[src/rtl/mips_control_unit_if.sv]
// rtl/mips_control_unit_if.sv - decoded instruction fields in, branch offset and halt status out
interface mips_control_unit_if;
    logic [5:0]  opcode;
    logic [5:0]  func;
    logic [4:0]  rs_num;
    logic [4:0]  rt_num;
    logic [4:0]  rd_num;
    logic [4:0]  sh_amount;
    logic [15:0] imm;
    logic [31:0] pc_branch;
    logic        halted_signal;

    modport master (
        output opcode, func, rs_num, rt_num, rd_num, sh_amount, imm,
        input  pc_branch, halted_signal
    );

    modport slave (
        input  opcode, func, rs_num, rt_num, rd_num, sh_amount, imm,
        output pc_branch, halted_signal
    );
endinterface

[src/rtl/mips_control_unit.sv]
// rtl/mips_control_unit.sv - single-cycle MIPS execute/control block with 32x32 register file
module mips_control_unit (
    input logic               clk,
    input logic               rst_b,
    mips_control_unit_if.slave bus
);
    logic [31:0] regs [32];
    logic        halted;

    logic [31:0] rs_val;
    logic [31:0] rt_val;
    logic [31:0] sext_imm;
    logic [31:0] zext_imm;
    logic [31:0] branch_off;
    logic        wr_en;
    logic [4:0]  wr_addr;
    logic [31:0] wr_data;
    logic        is_syscall;
    logic        taken;

    // $0 is hard-wired to zero regardless of array contents; reads see pre-edge values
    always_comb begin
        rs_val     = (bus.rs_num == 5'd0) ? 32'd0 : regs[bus.rs_num];
        rt_val     = (bus.rt_num == 5'd0) ? 32'd0 : regs[bus.rt_num];
        sext_imm   = {{16{bus.imm[15]}}, bus.imm};
        zext_imm   = {16'd0, bus.imm};
        branch_off = {sext_imm[29:0], 2'b00} + 32'd4;
    end

    // Decode: pick destination and result; unrecognised encodings leave wr_en low
    always_comb begin
        wr_en      = 1'b0;
        wr_addr    = 5'd0;
        wr_data    = 32'd0;
        is_syscall = 1'b0;
        if (bus.opcode == 6'h00) begin
            wr_addr = bus.rd_num;
            wr_en   = 1'b1;
            case (bus.func)
                6'h20, 6'h21: wr_data = rs_val + rt_val;
                6'h22, 6'h23: wr_data = rs_val - rt_val;
                6'h24:        wr_data = rs_val & rt_val;
                6'h25:        wr_data = rs_val | rt_val;
                6'h26:        wr_data = rs_val ^ rt_val;
                6'h27:        wr_data = ~(rs_val | rt_val);
                6'h2A:        wr_data = {31'd0, $signed(rs_val) < $signed(rt_val)};
                6'h2B:        wr_data = {31'd0, rs_val < rt_val};
                6'h00:        wr_data = rt_val << bus.sh_amount;
                6'h02:        wr_data = rt_val >> bus.sh_amount;
                6'h03:        wr_data = $unsigned($signed(rt_val) >>> bus.sh_amount);
                6'h04:        wr_data = rt_val << rs_val[4:0];
                6'h06:        wr_data = rt_val >> rs_val[4:0];
                6'h07:        wr_data = $unsigned($signed(rt_val) >>> rs_val[4:0]);
                6'h0C: begin
                    wr_en      = 1'b0;
                    is_syscall = 1'b1;
                end
                default:      wr_en = 1'b0;
            endcase
        end else begin
            wr_addr = bus.rt_num;
            wr_en   = 1'b1;
            case (bus.opcode)
                6'h08, 6'h09: wr_data = rs_val + sext_imm;
                6'h0A:        wr_data = {31'd0, $signed(rs_val) < $signed(sext_imm)};
                6'h0B:        wr_data = {31'd0, rs_val < sext_imm};
                6'h0C:        wr_data = rs_val & zext_imm;
                6'h0D:        wr_data = rs_val | zext_imm;
                6'h0E:        wr_data = rs_val ^ zext_imm;
                6'h0F:        wr_data = {bus.imm, 16'd0};
                default:      wr_en = 1'b0;
            endcase
        end
    end

    // Branch redirect is combinational; suppressed while in reset or after halt
    always_comb begin
        taken = ((bus.opcode == 6'h04) && (rs_val == rt_val)) ||
                ((bus.opcode == 6'h05) && (rs_val != rt_val));
        bus.pc_branch     = (!rst_b || halted || !taken) ? 32'd0 : branch_off;
        bus.halted_signal = halted;
    end

    // Register write-back and sticky halt flag; halt freezes all architectural state
    always_ff @(posedge clk or negedge rst_b) begin
        if (!rst_b) begin
            for (int i = 0; i < 32; i++) begin
                regs[i] <= 32'd0;
            end
            halted <= 1'b0;
        end else if (!halted) begin
            if (wr_en && (wr_addr != 5'd0)) begin
                regs[wr_addr] <= wr_data;
            end
            if (is_syscall) begin
                halted <= 1'b1;
            end
        end
    end
endmodule

[src/flat_wrapper.sv]
// flat-port wrapper written by rule: the top's interface ports become plain ports
module mips_control_unit_flat 
  (clk, rst_b, bus_opcode, bus_func, bus_rs_num, bus_rt_num, bus_rd_num, bus_sh_amount, bus_imm, bus_pc_branch, bus_halted_signal);
  mips_control_unit_if bus_i ();
  input logic clk;
  input logic rst_b;
  input wire logic [$bits(bus_i.opcode)-1:0] bus_opcode;
  input wire logic [$bits(bus_i.func)-1:0] bus_func;
  input wire logic [$bits(bus_i.rs_num)-1:0] bus_rs_num;
  input wire logic [$bits(bus_i.rt_num)-1:0] bus_rt_num;
  input wire logic [$bits(bus_i.rd_num)-1:0] bus_rd_num;
  input wire logic [$bits(bus_i.sh_amount)-1:0] bus_sh_amount;
  input wire logic [$bits(bus_i.imm)-1:0] bus_imm;
  output wire logic [$bits(bus_i.pc_branch)-1:0] bus_pc_branch;
  output wire logic [$bits(bus_i.halted_signal)-1:0] bus_halted_signal;
  assign bus_i.opcode = bus_opcode;
  assign bus_i.func = bus_func;
  assign bus_i.rs_num = bus_rs_num;
  assign bus_i.rt_num = bus_rt_num;
  assign bus_i.rd_num = bus_rd_num;
  assign bus_i.sh_amount = bus_sh_amount;
  assign bus_i.imm = bus_imm;
  assign bus_pc_branch = bus_i.pc_branch;
  assign bus_halted_signal = bus_i.halted_signal;
  mips_control_unit u_core (.clk(clk), .rst_b(rst_b), .bus(bus_i));
endmodule
[config.mk]
export PLATFORM = sky130hd
export DESIGN_NAME = mips_control_unit_flat
export DESIGN_NICKNAME = d
export VERILOG_FILES = /design/src/rtl/mips_control_unit_if.sv /design/src/rtl/mips_control_unit.sv /design/src/flat_wrapper.sv
export SDC_FILE = /design/constraint.sdc
export NUM_CORES = 2
export LEC_CHECK = 0
export BUFFER_PORTS_ARGS = -buffer_cell sky130_fd_sc_hd__buf_2
export CORE_ASPECT_RATIO = 1.25
export CORE_MARGIN = 1
export CORE_UTILIZATION = 39
export DETAILED_ROUTE_END_ITERATION = 6
export SYNTH_ARGS = -nofsm -noshare
export SYNTH_HDL_FRONTEND = slang
export SYNTH_SLANG_ARGS = --single-unit
[constraint.sdc]
create_clock -name clk -period 13.6 [get_ports clk]
set_clock_uncertainty 0.05 [all_clocks]
set_input_delay 2.72 -clock clk [delete_from_list [all_inputs] [get_ports clk]]
set_output_delay 2.72 -clock clk [all_outputs]
set_load 0.1 [all_outputs]
---- Word level (Yosys, flattened, before mapping) ----
Cells that the tools add are included.
word-level totals
  bits in writable memories ............... 0
  logic and storage cells ................. 133
  register bits after elaboration ......... 1025
  latch bits .............................. 0
  memories ................................ 0
  memory bits (read-only) ................. 0
operators by class
  equality and inequality tests ........... 28
  reduce and logical (&&, ||, !) cells .... 20
  multipliers ............................. 0
  magnitude comparators ................... 8
  bitwise operators ....................... 11
  multiplexer cells ....................... 23
  shift operators ......................... 6
  div/mod/pow operators ................... 0
  add/subtract/negate cells ............... 4
operators by type and width
  cell                  count
  $bwmux W1024          1
  $pmux W32 S14         1
  $bmux W32 S5          2
  $mux W32              9
  $pmux W32 S7          1
  $demux W32 S5         1
  $lt A32 B32 Y1        3
  $add A32 B32 Y32      2
  $shl A32 B5 Y32       2
  $shr A32 B5 Y32       2
  $sshr A32 B5 Y32      2
  $eq A6 B6 Y1 const B  10
  $eq A6 B4 Y1 const B  9
  $and A32 B16 Y32      1
  $and A32 B32 Y32      1
  $eq A32 B32 Y1        1
  $lt A32 B16 Y1        1
  $ne A32 B32 Y1        1
  $not A32 Y32          1
  $or A32 B16 Y32       1
  $or A32 B32 Y32       1
  $sub A32 B32 Y32      1
  $xor A32 B16 Y32      1
  $xor A32 B32 Y32      1
  other kinds (19)      44

---- Logic depth before layout (Yosys ltp) ----
  depth after elaboration ................. 11
  mapped depth ............................ 31
  gate-level depth less buffers ........... 21

---- Worst setup path before layout ----
OpenSTA, ideal clock, no wires.
  path type ............................... input to output
  from .................................... input port bus_rs_num[0]
  to ...................................... output port bus_pc_branch[19]
  slack ................................... 0.815 ns
  path buffers ............................ 13
  data arrival time ....................... 10.015 ns
  required time ........................... 10.830 ns
  cell stages on the path ................. 26
  cells stage by stage .................... buf_4 buf_6 buf_6 buf_4 buf_6 buf_2 buf_2 buf_2 buf_2 buf_2 mux4_2 mux4_2 nand2_1 nand2_1 nand2_1 ha_1 buf_4 nor2_1 nand2_1 nor4_4 nand4_1 xor2_1 or3_1 clkbuf_1 nor2_1 buf_4
on the way
  word-level cells in the longest chain between the ends .. 11
ends and longest elaborated chain
  what                                              line                                              text
  start, declared                                   flat_wrapper.sv:9                                 input wire logic [$bits(bus_i.rs_num)-1:0] bus_rs_num;
  $not A5 Y6 (not written as such)                  mips_control_unit.sv:23                           rs_val = (bus.rs_num == 5'd0) ? 32'd0 : regs[bus.rs_num];
  $bmux W32 S5                                      mips_control_unit.sv:23
  $mux W32 (not written as such) (2 in series)      mips_control_unit.sv:23
  $mux W32 (*)                                      mips_control_unit.sv:23
  $eq A32 B32 Y1 or $ne A32 B32 Y1 (tied branches)  mips_control_unit.sv:78, mips_control_unit.sv:79
  $logic_and A1 B1 Y1, on equally long branches     mips_control_unit.sv:78, mips_control_unit.sv:79
  $logic_or A1 B1 Y1 (*)                            mips_control_unit.sv:78                           taken = ((bus.opcode == 6'h04) && (rs_val == rt_val)) ||
  $logic_not A1 Y1 (*)                              mips_control_unit.sv:80                           bus.pc_branch = (!rst_b || halted || !taken) ? 32'd0 : branch_off;
  $logic_or A1 B1 Y1 (*)                            mips_control_unit.sv:80
  $mux W32 (*)                                      mips_control_unit.sv:80
  end, declared                                     flat_wrapper.sv:14                                output wire logic [$bits(bus_i.pc_branch)-1:0] bus_pc_branch;
Every way passes the cells marked *; elsewhere a longest branch is shown, timed or not. The select of a mux whose other input is x is not followed.

---- Final worst setup path ----
  from .................................... input port bus_rt_num[0]
  to ...................................... output port bus_pc_branch[27]
on the way
  word-level cells in the longest chain between the ends .. 11
ends and longest elaborated chain
  what                                              line                                              text
  start, declared                                   flat_wrapper.sv:10                                input wire logic [$bits(bus_i.rt_num)-1:0] bus_rt_num;
  $not A5 Y6 (not written as such)                  mips_control_unit.sv:24                           rt_val = (bus.rt_num == 5'd0) ? 32'd0 : regs[bus.rt_num];
  $bmux W32 S5                                      mips_control_unit.sv:24
  $mux W32 (not written as such) (2 in series)      mips_control_unit.sv:24
  $mux W32 (*)                                      mips_control_unit.sv:24
  $eq A32 B32 Y1 or $ne A32 B32 Y1 (tied branches)  mips_control_unit.sv:78, mips_control_unit.sv:79
  $logic_and A1 B1 Y1, on equally long branches     mips_control_unit.sv:78, mips_control_unit.sv:79
  $logic_or A1 B1 Y1 (*)                            mips_control_unit.sv:78
  $logic_not A1 Y1 (*)                              mips_control_unit.sv:80
  $logic_or A1 B1 Y1 (*)                            mips_control_unit.sv:80
  $mux W32 (*)                                      mips_control_unit.sv:80
Marks and branches as above.

==> run summary <==
Run status -> finished, final reports clean
Xor/xnor share of the synthesized area -> 0.595%
Max Cap Viol -> 0
Placer Congestion -> 1.03
Root buffer cell -> clkbuf_16
CTS tree -> yes
RSZ-0062 raised after global routing -> false
Layout cells sized above 1 -> 26.4%
Grt ovf -> 0
Clock Latency Late Sink -> 0.75 ns
Uppermost layer routed -> met5
Post-synthesis cell count -> 6978
Io pins -> 83
Post-synth top area share -> 35.0%
Final Hold Viols -> 0
Total routed wirelength -> 343000 um
Top-count cell post-synth -> dfrtp_1
Sequential cell area fraction in the yosys report -> 35.0%
Initial core utilization -> 39.3%
Nets -> 6984
Vias in the first global route -> 61.5k
Met2 WL -> 156000 um
DIE WIDTH -> 390 um
Power Density -> 98.4 nW/um2
DR vias/cell -> 6.73
Crit-path max FO -> 70
R2R Setup Slk -> 6.06 ns
Gr usage total -> 35.6%
Buffers and inverters on the worst path -> 5
FF+latch count, synth -> 1025
First-pass GRT wire length -> 480000 um
Routed wire per std cell -> 36.6 um
Initial DRC count -> 6910
Seq pwr share -> 40.9%
Crit path max-delay family -> simple AND/OR/NAND/NOR gates
DIE AREA -> 190000 um2
Crit path time final -> 12.42 ns
Slowest cell delay on critical path -> 0.82 ns
Worst Setup End Kind -> output pin
Setup-failing EPs final -> 0
Final Non-Filler Cells -> 9360
Post-synth ARST share -> 100%
Multiplexer share of the synthesized area -> 29.5%
Cell Chain, Critical Path -> buf_8 -> nand3b_1 -> o22ai_1 -> or3_1 -> a21oi_1 -> nor4_2 -> inv_1 -> ha_1 -> inv_1 -> nor2_1 -> nand3_1 -> or3_1 -> nor4_1 -> nand4_1 -> xor2_1 -> or3_1 -> nor2_1 -> buf_4 -> buf_12
Slew margin rel. -> 7.16%
Area Growth Syn to Fin -> 8.97%
Synth Area in Adders -> 3.03%
Psw -> 2.49 mW
Pins Over Slew Limit -> 0
Critical-path top delay cell -> nor4_2
Synth Area in Simple Gates -> 10.6%
Postcts setup bufs -> 0
Crit path required time -> 10.83 ns
Worst EP arrival -> 9.65 ns
Num CTS Buffers -> 99
Die H -> 487 um
Reg clk slew, reported paths -> 0.07 ns
Compound-Gate Fraction of Synth Area -> 15.4%
Internal Power -> 5.38 mW
Comb power frac -> 20.7%
Library cells used by synthesis -> 125
DRT Pass-1 Iters -> 5
Metal3 WL -> 28800 um
Critical Path Most Common Cell -> or3_1
Final Util -> 42.9%
Crit path launch type -> primary input
Sink Count -> 1025
Setup TNS -> 0 ns
Yosys synthesis warning count -> 0
H-tree depth -> 3
Kind of critical path -> primary input to output pin
ANT nets after route -> 0
Site row count -> 177
Largest family of logic cells by synthesized area -> multiplexers
M1 WL -> 124000 um
Synth top area cells -> dfrtp_1, mux4_2, mux2_2, mux2i_1, nand2_1
Switch share -> 31.6%
Post-Synthesis Cell Area -> 73400 um2
CTS max path bufs -> 3
Hold WC Path Type -> flip-flop to flip-flop
Ys flop type -> dfrtp_1
Hold_buf cts -> 0
Most instantiated cells after synthesis -> dfrtp_1, nand2_1, mux2_2
Hpwl dp -> 244000 um
Mean Syn Cell Area -> 10.5 um2
Actual slew at the worst max-slew pin -> 1.39 ns
Port buffer count -> 80
Fin crit share -> 91.4%
Maximum clock rate -> 0.0805 GHz
Initial antenna violation count -> 21
Post-CTS sizing -> 0
Largest net degree at the start of global routing -> 169
Vias -> 63.0k
Leak pwr -> 34.2 nW
Clk pwr share -> 38.3%
CORE AREA -> 186000 um2
Area leader, netlist -> dfrtp_1
Post-route DRC -> 0
Placed cells -> 9163
Max VDD drop -> 0.0895 mV
EDFF count, synth -> 0
==> worst reg2reg max path, cell delays in order (launching register included) <==
cell      delay [ns]
dfrtp_1         0.37
mux2i_1         0.09
a22oi_1         0.25
a21oi_1         0.14
nor4_2          0.65
nand2_1         0.68
inv_1           0.45
ha_1            0.26
inv_1           0.06
fa_1            0.42
nor2b_1         0.12
o21ai_0         0.11
a21o_1          0.21
a21oi_1         0.27
o21ai_0         0.25
nand4_1         0.26
nand4b_1        0.22
a211oi_1        0.90
o211a_1         0.27
o21ai_0         0.15
a41oi_4         0.92
mux2_2          0.35
==> worst paths after layout <==
kind                                                from                             to  cells after the start
max                                        bus_rt_num[0]              bus_pc_branch[27]                     19
min                        u_core.regs[1007]$_DFFE_PN0P_  u_core.regs[1007]$_DFFE_PN0P_                      0
max reg2reg                 u_core.regs[384]$_DFFE_PN0P_   u_core.regs[990]$_DFFE_PN0P_                     21
min reg2reg                u_core.regs[1007]$_DFFE_PN0P_  u_core.regs[1007]$_DFFE_PN0P_                      0
max in group asynchronous                          rst_b   u_core.regs[606]$_DFFE_PN0P_                      5
min in group asynchronous                          rst_b   u_core.regs[194]$_DFFE_PN0P_                      1
==> routing by layer <==
| layer | vias to the layer above | GRT usage, % |
|---|---|---|
| li1 | 25900 | - |
| met1 | 32300 | 42.0 |
| met5 | - | 0 |
| met4 | 12 | 29.0 |
| met3 | 1102 | 7.47 |
| met2 | 3639 | 56.0 |
==> logic make-up after synthesis <==
family	Yosys count
compound gates	1667
simple gates	1696
flops	1025
mux	1510
fa+ha+maj	176
xor+xnor	49
buf+inv	854
other cells	1
==> layout make-up <==
cell class                      instances  area, um2
Sequential cell                      1025      25600
Timing Repair Buffer                  371       2930
Antenna cell                           12       30.0
Multi-Input combinational cell       5100      44100
Clock inverter                         42        622
Inverter                              161        607
Tap cell                             2506       3140
Fill cell                           17800     107000
Clock buffer                          143       2900
==> sequential cells by signal, summed over array words and instances (netlist names) <==
name / count
u_core.regs: 1024
u_core.bus.halted_signal: 1
==> layout by cell type (no fill, tap or decap), types with 34 or more instances in the layout <==
master / instances
nor3_1: 104
dfrtp_1: 1025
mux2_2: 580
a211oi_1: 138
a21oi_1: 277
o31ai_1: 49
buf_2: 59
mux2i_1: 446
a31oi_1: 127
a41oi_1: 34
mux4_2: 451
o22ai_1: 88
a221oi_1: 39
o21ai_1: 110
ha_1: 173
inv_1: 143
nor2_1: 452
clkbuf_16: 101
o21ai_0: 258
nand3_1: 151
xnor2_1: 41
nand4_1: 43
nand2_1: 632
a21oi_2: 40
o211ai_1: 76
buf_4: 286
a22oi_1: 82
==> stage by stage <==
stage	hold WS [ns]	cell area [um2]	total power [mW]	setup WS [ns]
6_report	0.329	79900	7.87	1.18
5_1_grt	0.335	79900	8.08	0.885
4_1_cts	0.328	79900	7.85	1.25
3_5_place_dp	0.313	76400	4.86	1.27
3_3_place_gp	0.313	76400	4.85	1.29
2_1_floorplan	0.375	73400	4.22	0.815
==> power by group through the flow <==
stage               clock network, mW  registers, mW  logic (mW)
floorplan                           0           3.24       0.981
global placement                    0           3.26        1.59
finish                           3.02           3.22        1.63
CTS                              3.05           3.21        1.59
global route                     3.15           3.22        1.70
detailed placement                  0           3.27        1.59
(Power assumes the default switching activity.)
